<file path="config.mk">
export PLATFORM = sky130hd
export DESIGN_NAME = spi_param_responder
export DESIGN_NICKNAME = d
export VERILOG_FILES = /design/src/rtl/spi_param_pkg.sv /design/src/rtl/spi_param_responder_sync_edge.sv /design/src/rtl/spi_param_responder.sv
export SDC_FILE = /design/constraint.sdc
export NUM_CORES = 1
export LEC_CHECK = 0
export BUFFER_PORTS_ARGS = -buffer_cell sky130_fd_sc_hd__buf_2
export CAP_MARGIN = 15
export CORE_ASPECT_RATIO = 1.75
export CORE_MARGIN = 1
export CORE_UTILIZATION = 48
export DETAILED_ROUTE_END_ITERATION = 8
export PLACE_DENSITY_LB_ADDON = 0.1
export RECOVER_POWER = 50
export SKIP_LAST_GASP = 1
export SYNTH_ARGS = -nofsm -noshare
export SYNTH_HDL_FRONTEND = slang
export SYNTH_SLANG_ARGS = --single-unit
</file>
<file path="constraint.sdc">
create_clock -name clk -period 1.8 [get_ports clk]
set_clock_uncertainty 0.2 [all_clocks]
set_input_delay 0.27 -clock clk [delete_from_list [all_inputs] [get_ports clk]]
set_output_delay 0.27 -clock clk [all_outputs]
set_load 0.005 [all_outputs]
</file>
<file path="src/rtl/spi_param_pkg.sv">
// Shared constants, state encoding and default widths for the SPI parameter responder.
package spi_param_pkg;

  localparam logic [7:0]  CMD_WRITE  = 8'h01;
  localparam logic [7:0]  CMD_READ   = 8'h02;
  localparam int unsigned WORD_BITS  = 40;
  localparam int unsigned DEF_ADDR_W = 16;
  localparam int unsigned DEF_DATA_W = 36;
  localparam int unsigned CNT_W      = 6;

  typedef enum logic [2:0] {
    ST_IDLE,
    ST_CMD,
    ST_ADDR,
    ST_DATA,
    ST_IGNORE
  } state_e;

endpackage

</file>
<file path="src/rtl/spi_param_responder_sync_edge.sv">
// sync_edge: 2-FF synchronizer plus edge-detect register with rise/fall pulses.
// Edges are suppressed until the pipeline has refilled after reset, so a line
// that is already away from its idle level does not fake an edge.
module sync_edge #(
  parameter logic RST_VAL = 1'b0
) (
  input  logic clk,
  input  logic rst,
  input  logic d_i,
  output logic rise_c_o,
  output logic fall_c_o
);

  logic       s1_q, s2_q, s3_q;
  logic [2:0] vld_q;

  // Synchronizer chain, edge history and post-reset fill tracking.
  always_ff @(posedge clk) begin
    if (rst) begin
      s1_q  <= RST_VAL;
      s2_q  <= RST_VAL;
      s3_q  <= RST_VAL;
      vld_q <= 3'b000;
    end else begin
      s1_q  <= d_i;
      s2_q  <= s1_q;
      s3_q  <= s2_q;
      vld_q <= {vld_q[1:0], 1'b1};
    end
  end

  assign rise_c_o = vld_q[2] &  s2_q & ~s3_q;
  assign fall_c_o = vld_q[2] & ~s2_q &  s3_q;

endmodule

</file>
<file path="src/rtl/spi_param_responder.sv">
// spi_param_responder: SPI mode-0 target turning host transactions into
// parameter-memory write/read strobes. Define SPI_READBACK_EN to build the
// READ command, prefetch logic and MISO output shifter.
module spi_param_responder
  import spi_param_pkg::*;
#(
  parameter int unsigned ADDR_W = DEF_ADDR_W,
  parameter int unsigned DATA_W = DEF_DATA_W
) (
  input  logic              clk,
  input  logic              rst,
  input  logic              sclk,
  input  logic              cs_n,
  input  logic              mosi,
  output logic              miso,
  output logic [ADDR_W-1:0] param_addr,
  output logic [DATA_W-1:0] param_wdata,
  output logic              param_we,
  output logic              param_re,
  input  logic [DATA_W-1:0] param_rdata,
  output logic              active,
  output logic              cmd_error
);

  localparam int unsigned SR_W = DATA_W - 1;

  logic sclk_rise, sclk_fall, cs_rise, cs_fall;
  logic mosi_s1_q, mosi_s2_q;

  state_e              state_q, state_d;
  logic [CNT_W-1:0]    cnt_q, cnt_d;
  logic [SR_W-1:0]     sr_q, sr_d;
  logic [ADDR_W-1:0]   addr_q, addr_d;
  logic [DATA_W-1:0]   wdata_q, wdata_d;
  logic                we_q, we_d;
  logic                err_q, err_d;
  logic                active_q, active_d;

  logic [7:0]          cmd_byte;
  logic [ADDR_W-1:0]   addr_word;
  logic [DATA_W-1:0]   data_word;

`ifdef SPI_READBACK_EN
  logic                 rd_q, rd_d;
  logic                 re_q, re_d;
  logic                 re_dly_q;
  logic [WORD_BITS-1:0] shift_q, shift_d;
  logic                 miso_q, miso_d;
`endif

  sync_edge #(.RST_VAL(1'b0)) u_sclk_sync (
    .clk      (clk),
    .rst      (rst),
    .d_i      (sclk),
    .rise_c_o (sclk_rise),
    .fall_c_o (sclk_fall)
  );

  sync_edge #(.RST_VAL(1'b1)) u_cs_sync (
    .clk      (clk),
    .rst      (rst),
    .d_i      (cs_n),
    .rise_c_o (cs_rise),
    .fall_c_o (cs_fall)
  );

  // Plain 2-FF synchronizer for MOSI, aligned with the SCLK edge pipeline.
  always_ff @(posedge clk) begin
    if (rst) begin
      mosi_s1_q <= 1'b0;
      mosi_s2_q <= 1'b0;
    end else begin
      mosi_s1_q <= mosi;
      mosi_s2_q <= mosi_s1_q;
    end
  end

  assign cmd_byte  = {sr_q[6:0], mosi_s2_q};
  assign addr_word = {sr_q[ADDR_W-2:0], mosi_s2_q};
  assign data_word = {sr_q[DATA_W-2:0], mosi_s2_q};

  // Next-state logic: framing, command decode, address/data capture and strobes.
  always_comb begin
    state_d  = state_q;
    cnt_d    = cnt_q;
    sr_d     = sr_q;
    addr_d   = addr_q;
    wdata_d  = wdata_q;
    we_d     = 1'b0;
    err_d    = 1'b0;
    active_d = active_q;
`ifdef SPI_READBACK_EN
    rd_d     = rd_q;
    re_d     = 1'b0;
    shift_d  = shift_q;
    miso_d   = miso_q;
    if (re_dly_q) begin
      shift_d = WORD_BITS'(param_rdata);
    end else if (sclk_fall && (state_q == ST_DATA) && rd_q) begin
      miso_d  = shift_q[WORD_BITS-1];
      shift_d = {shift_q[WORD_BITS-2:0], 1'b0};
    end
`endif
    // Post-increment after the write strobe cycle.
    if (we_q) addr_d = addr_q + ADDR_W'(1);

    if (cs_rise) begin
      // A word whose last bit lands with CS rise still completes.
      if ((state_q == ST_DATA) && sclk_rise && (cnt_q == CNT_W'(WORD_BITS - 1))) begin
`ifdef SPI_READBACK_EN
        if (!rd_q)
`endif
        begin
          wdata_d = data_word;
          we_d    = 1'b1;
        end
      end
      state_d  = ST_IDLE;
      cnt_d    = '0;
      active_d = 1'b0;
`ifdef SPI_READBACK_EN
      miso_d   = 1'b0;
`endif
    end else if (cs_fall) begin
      state_d  = ST_CMD;
      cnt_d    = '0;
      active_d = 1'b1;
`ifdef SPI_READBACK_EN
      rd_d     = 1'b0;
      miso_d   = 1'b0;
`endif
    end else if (sclk_rise) begin
      sr_d  = {sr_q[SR_W-2:0], mosi_s2_q};
      cnt_d = cnt_q + CNT_W'(1);
      case (state_q)
        ST_CMD: begin
          if (cnt_q == CNT_W'(7)) begin
            cnt_d = '0;
            if (cmd_byte == CMD_WRITE) begin
              state_d = ST_ADDR;
`ifdef SPI_READBACK_EN
            end else if (cmd_byte == CMD_READ) begin
              state_d = ST_ADDR;
              rd_d    = 1'b1;
`endif
            end else begin
              state_d = ST_IGNORE;
              err_d   = 1'b1;
            end
          end
        end
        ST_ADDR: begin
          if (cnt_q == CNT_W'(ADDR_W - 1)) begin
            cnt_d   = '0;
            addr_d  = addr_word;
            state_d = ST_DATA;
`ifdef SPI_READBACK_EN
            re_d    = rd_q;
`endif
          end
        end
        ST_DATA: begin
          if (cnt_q == CNT_W'(WORD_BITS - 1)) begin
            cnt_d = '0;
`ifdef SPI_READBACK_EN
            if (rd_q) begin
              addr_d = addr_q + ADDR_W'(1);
              re_d   = 1'b1;
            end else
`endif
            begin
              wdata_d = data_word;
              we_d    = 1'b1;
            end
          end
        end
        default: cnt_d = cnt_q;
      endcase
    end
  end

  // State and output registers.
  always_ff @(posedge clk) begin
    if (rst) begin
      state_q  <= ST_IDLE;
      cnt_q    <= '0;
      sr_q     <= '0;
      addr_q   <= '0;
      wdata_q  <= '0;
      we_q     <= 1'b0;
      err_q    <= 1'b0;
      active_q <= 1'b0;
    end else begin
      state_q  <= state_d;
      cnt_q    <= cnt_d;
      sr_q     <= sr_d;
      addr_q   <= addr_d;
      wdata_q  <= wdata_d;
      we_q     <= we_d;
      err_q    <= err_d;
      active_q <= active_d;
    end
  end

`ifdef SPI_READBACK_EN
  // Readback registers: command kind, read strobe, data-return delay, shifter.
  always_ff @(posedge clk) begin
    if (rst) begin
      rd_q     <= 1'b0;
      re_q     <= 1'b0;
      re_dly_q <= 1'b0;
      shift_q  <= '0;
      miso_q   <= 1'b0;
    end else begin
      rd_q     <= rd_d;
      re_q     <= re_d;
      re_dly_q <= re_q;
      shift_q  <= shift_d;
      miso_q   <= miso_d;
    end
  end

  assign param_re = re_q;
  assign miso     = miso_q;
`else
  logic unused_readback;
  assign unused_readback = ^{param_rdata, sclk_fall};
  assign param_re = 1'b0;
  assign miso     = 1'b0;
`endif

  assign param_addr  = addr_q;
  assign param_wdata = wdata_q;
  assign param_we    = we_q;
  assign active      = active_q;
  assign cmd_error   = err_q;

endmodule
</file>
======== Word level (Yosys, flattened, before mapping) ========
Cells that the tools add are included.
word-level totals
  flip-flop bits (word level) ............. 113
  output and inout port bits .............. 57
  bits of input ports ..................... 41
cells by class
  bitwise gates (word level) .............. 14
  $add $sub $neg .......................... 2
  reductions and logical operators ........ 17
  equal/unequal tests ..................... 13
  multiplexer cells ....................... 31
operator list
  cell                                                  number
  two-way mux 36 bit                                    6
  two-way mux 16 bit                                    6
  two-way mux 6 bit                                     3
  case mux 6 bit (3 select lines)                       1
  adder 16 x 1 -> 16 bit (second input constant)        1
  two-way mux 1 bit                                     11
  nonzero test 2 bit                                    5
  two-way mux 3 bit                                     3
  equality test 8 x 1 -> 1 bit (second input constant)  1
  NOT 1 bit                                             8
  AND reduction 4 bit                                   2
  adder 6 x 1 -> 6 bit (second input constant)          1
  bitwise AND 1 bit                                     6
  equality test 3 x 2 -> 1 bit (second input constant)  2
  equality test 6 x 3 -> 1 bit (second input constant)  1
  equality test 6 x 4 -> 1 bit (second input constant)  1
  equality test 6 bit (second input constant)           1
  != test 2 bit (second input constant)                 3
  != test 3 bit (second input constant)                 2
  case mux 3 bit (2 select lines)                       1
  nonzero test 3 bit                                    2
  OR reduction 6 bit                                    1
  AND reduction 5 bit                                   1
  equality test 3 x 1 -> 1 bit (second input constant)  1
  6 further kinds                                       7

======== Logic depth before layout (Yosys ltp) ========
  word-level depth ........................ 7
  mapped depth ............................ 8
  depth with buffers taken out ............ 6

======== By module ========
A second synthesis with hierarchy kept.
unflattened totals
  cell total of the unflattened synthesis .. 473
  area total of the unflattened synthesis .. 4,349.2 µm²
modules (own cells, without submodules)
  module               cells an instance  area an instance (µm²)  times used
  spi_param_responder  445                4,003.8                 1
  sync_edge            14                 172.7                   2

======== Least setup slack after synthesis ========
OpenSTA, ideal clock, no wires.
  path type ............................... reg2reg
  start ................................... register cnt_q[0]
  end ..................................... register wdata_q[10], in the netlist param_wdata[10]
  path buffers ............................ 1
  arrival time ............................ 1,532 ps
  path slack .............................. -64 ps
  cell stages (with the launch flop) ...... 8
  period minus slack after synthesis ...... 1,864 ps
  cells stage by stage .................... dfxtp_1 > ha_1 > nand3b_1 > nor3_2 > nand3_1 > clkbuf_1 > nand2_1 > a21oi_1
on the way
  word-level cells in the longest chain between the ends .. 4
RTL lines
  element                                   line                                                    RTL
  start, declared                           spi_param_responder.sv:31                               logic [CNT_W-1:0] cnt_q, cnt_d;
  start signal, assigned                    spi_param_responder.sv:195                              cnt_q <= cnt_d;
  equality test 6 bit (*)                   spi_param_responder.sv:109, spi_param_responder.sv:163
  logical AND 1 bit                         spi_param_responder.sv:109                              if ((state_q == ST_DATA) && sclk_rise && (cnt_q == CNT_W'(WORD_BITS - 1))) begin
  != test 2 x 1 -> 1 bit (no source line)   --
  AND reduction 5 bit (no source line) (*)  --
  end signal, assigned                      spi_param_responder.sv:198                              wdata_q <= wdata_d;
  end, declared                             spi_param_responder.sv:34                               logic [DATA_W-1:0] wdata_q, wdata_d;
Every way passes the cells marked *; elsewhere a longest branch is shown, timed or not.
A chain may end at the register's enable or synchronous reset.

======== Final worst setup path ========
  start ................................... register cnt_q[0]
  end ..................................... register cnt_q[3]
on the way
  word-level cells in the longest chain between the ends .. 3
RTL lines
  element                                             line                                                                                RTL
  adder 6 x 1 -> 6 bit, or another cell as far along  spi_param_responder.sv:134                                                          cnt_d = cnt_q + CNT_W'(1);
  two-way mux 6 bit, on equally long branches         spi_param_responder.sv:163, spi_param_responder.sv:137, spi_param_responder.sv:153
  case mux 6 bit (3 select lines) (*)                 spi_param_responder.sv:135                                                          case (state_q)
Marks and branches as above.

==> impl_metrics.tcl <==
set metrics [dict create \
    final_common_cell "nand2_1" \
    drc 0 \
    clkSinkCount 110 \
    cpLargestDelayFamily "simple AND/OR/NAND/NOR gates" \
    hold_viol_final 0 \
    cap_violations 0 \
    maxSlewViolCount 0 \
    status "finished, final reports clean" \
    clk_pin_slew_ps 70 \
    ys_async_sr_fraction_pct 0 \
    syn_inst 508 \
    ys_ff_latch 110 \
    synth_edf_count 0 \
    path_class "reg2reg" \
    fin_cells 702 \
    dr.pass1.iters 4 \
    start_kind "flip-flop" \
    arrival_ps 1870 \
    area_delta_synth_final_pct 24.8 \
    core_area_um2 8370 \
    globalRouteTotalUtil_pct 21.0 \
    clkLatencyLatePin_ps 350 \
    htreeDepth 3 \
    drtIter0Drc 192 \
    register_area_um2 2210 \
    rsz0062_at_grt "true" \
    nFillCells 764 \
    p_total_mw 4.53 \
    min_period_ps 1790 \
    leakagePower_nw 2.05 \
    drt_wl_total_um 9200 \
    grt_overflow 0 \
    synth_flop_cell "dfxtp_1" \
    hp-class "in2reg" \
    synth_seq_area_share_pct 52.6 \
    powerDensity_nw_per_um2 866 \
    place_inst 681 \
    syn_area_per_cell_um2 8.24 \
    die_x_um 72.6 \
    clockBufferDepth 2 \
    grt_first_pass_wirelength_um 15000 \
    grt_max_degree 40 \
    critPathMaxFanout 4 \
    rows 44 \
    yosysUniqueCellTypes 41 \
    antenna_found_initial 0 \
    worst_hold_slack_ps 6.53 \
    ios 98 \
    worst_path_max_delay_cell "or4_1" \
    start_util_pct 50.0 \
    fmax_ghz 0.558 \
    nets 626 \
    die-area_um2 9110 \
    via_per_inst 5.08 \
    synth_warnings 0 \
    fin_ws_ps 7.84 \
    ir_worst_vdd_uv 807 \
    multi_input_area_um2 1900 \
    post-place-ws_ps -44.2 \
    cpPeakStageDelay_ps 460 \
    synth_area_um2 4190 \
    required_ps 1880 \
    dp_hpwl_um 5980 \
    setup_viol 0 \
    die_height_um 126 \
    drtAntennaViolNets 0 \
    endpoint_kind "flip-flop" \
    wl_per_cell_um 13.1 \
    num_vias 3564 \
    gp_congestion 0.776 \
    finalSetupTns_ps 0 \
    cts_tree "built" \
    cts_root_buf "clkbuf_16" \
    n_antenna_cell 0 \
    grt_pass1_vias 3379 \
    crit_chain "ha_4 > and3b_1 > a32o_2 > or4_1 > a31oi_1" \
    port_buffers 59 \
    worst-path-buf-inv 0 \
    drive_above_1_share_pct 22.1 \
    layout_common_cells "nand2_1, dfxtp_1, a21oi_1, buf_2, nor2_1" \
    cts_buffers 9 \
    period_share_pct 99.6 \
]
area by class of cell:
type | instances | area share (%)
Tap cell | 115 | 2.75
Inverter | 4 | 0.287
Sequential cell | 110 | 42.3
Multi-Input combinational cell | 364 | 36.3
Clock buffer | 11 | 4.65
Clock inverter | 4 | 1.05
Timing Repair Buffer | 94 | 12.6
sequential cells by signal, summed over array words and instances, names as in the netlist:
register / cells
u_sclk_sync.s2_q: 1
cnt_q: 6
mosi_s1_q: 1
param_we: 1
u_sclk_sync.vld_q: 3
u_cs_sync.s3_q: 1
cmd_error: 1
sr_q: 35
state_q: 3
u_cs_sync.s1_q: 1
param_wdata: 36
param_addr: 16
u_cs_sync.s2_q: 1
active: 1
u_sclk_sync.s3_q: 1
u_sclk_sync.s1_q: 1
mosi_s2_q: 1
stage by stage:
step                      instance area [µm²]  util [%]
final                                    5220      62.4
after global routing                     5220      62.4
after CTS                                5130      61.3
after detailed placement                 4790      57.2
after global placement                   4790      57.2
after floorplan                          4200         -
per-layer routing:
layer / vias to the layer above / part of all wire, % / track usage, %
met5: - / 0 / 0
met1: 1673 / 43 / 23.8
met2: 44 / 51 / 37.1
li1: 1836 / - / -
met3: 11 / 3.0 / 3.46
met4: 0 / 2.2 / 10.0
where the power goes:
| group | switching, mW | internal, mW |
|---|---|---|
| Clock | 0.869 | 1.12 |
| Sequential | 0.00596 | 2.44 |
| Combinational | 0.0560 | 0.0291 |
cells by family after synthesis:
group / synth area share (%)
buffers and inverters: 3.53
multiplexers: 0.478
adder cells (fa/ha/maj): 0.598
flip-flops: 52.6
AND/OR/NAND/NOR: 25.5
other: 0.0896
AO/OA/AOI/OAI: 13.5
XOR/XNOR: 3.77
synthesized netlist by cell type, types with 3 or more instances:
| cell | n | area [µm²] |
|---|---|---|
| a211oi_1 | 17 | 128 |
| a21oi_1 | 74 | 370 |
| and3_1 | 5 | 31.3 |
| buf_2 | 7 | 35.0 |
| clkbuf_1 | 22 | 82.6 |
| dfxtp_1 | 110 | 2200 |
| inv_1 | 4 | 15.0 |
| nand2_1 | 155 | 582 |
| nand2b_1 | 3 | 18.8 |
| nand3_1 | 6 | 30.0 |
| nand3b_1 | 3 | 22.5 |
| nand4_1 | 5 | 31.3 |
| nor2_1 | 32 | 120 |
| nor2b_1 | 10 | 62.6 |
| nor3_1 | 4 | 20.0 |
| or2_2 | 4 | 25.0 |
| xnor2_1 | 5 | 43.8 |
| xor2_1 | 13 | 114 |
timing repair:
item | in CTS | in global routing
hold endpoints to repair | 2 | 0
gates cloned | 0 | 2
setup endpoints to repair | 4 | 55
buffers inserted | 1 | 1
hold buffers | 2 | 0
pin swaps | 1 | 2
resized for setup | 4 | 13
final timing paths:
kind | from | to | slack [ps] | depth (start not counted)
worst max-delay path | cnt_q[0] | cnt_q[3] | 8 | 5
worst min-delay path | sclk | u_sclk_sync.s1_q | 7 | 2
worst max register to register | cnt_q[0] | cnt_q[3] | 8 | 5
worst min register to register | u_cs_sync.s1_q | u_cs_sync.s2_q | 220 | 1
worst register-to-register path, delay by kind of cell (launching register included):
kind | cells | cell delay [ps]
AOI/OAI and AO/OA | 2 | 390
adders and majority gates | 1 | 160
DFF | 1 | 340
and+or+nand+nor | 2 | 640
(Power assumes the default switching activity.)
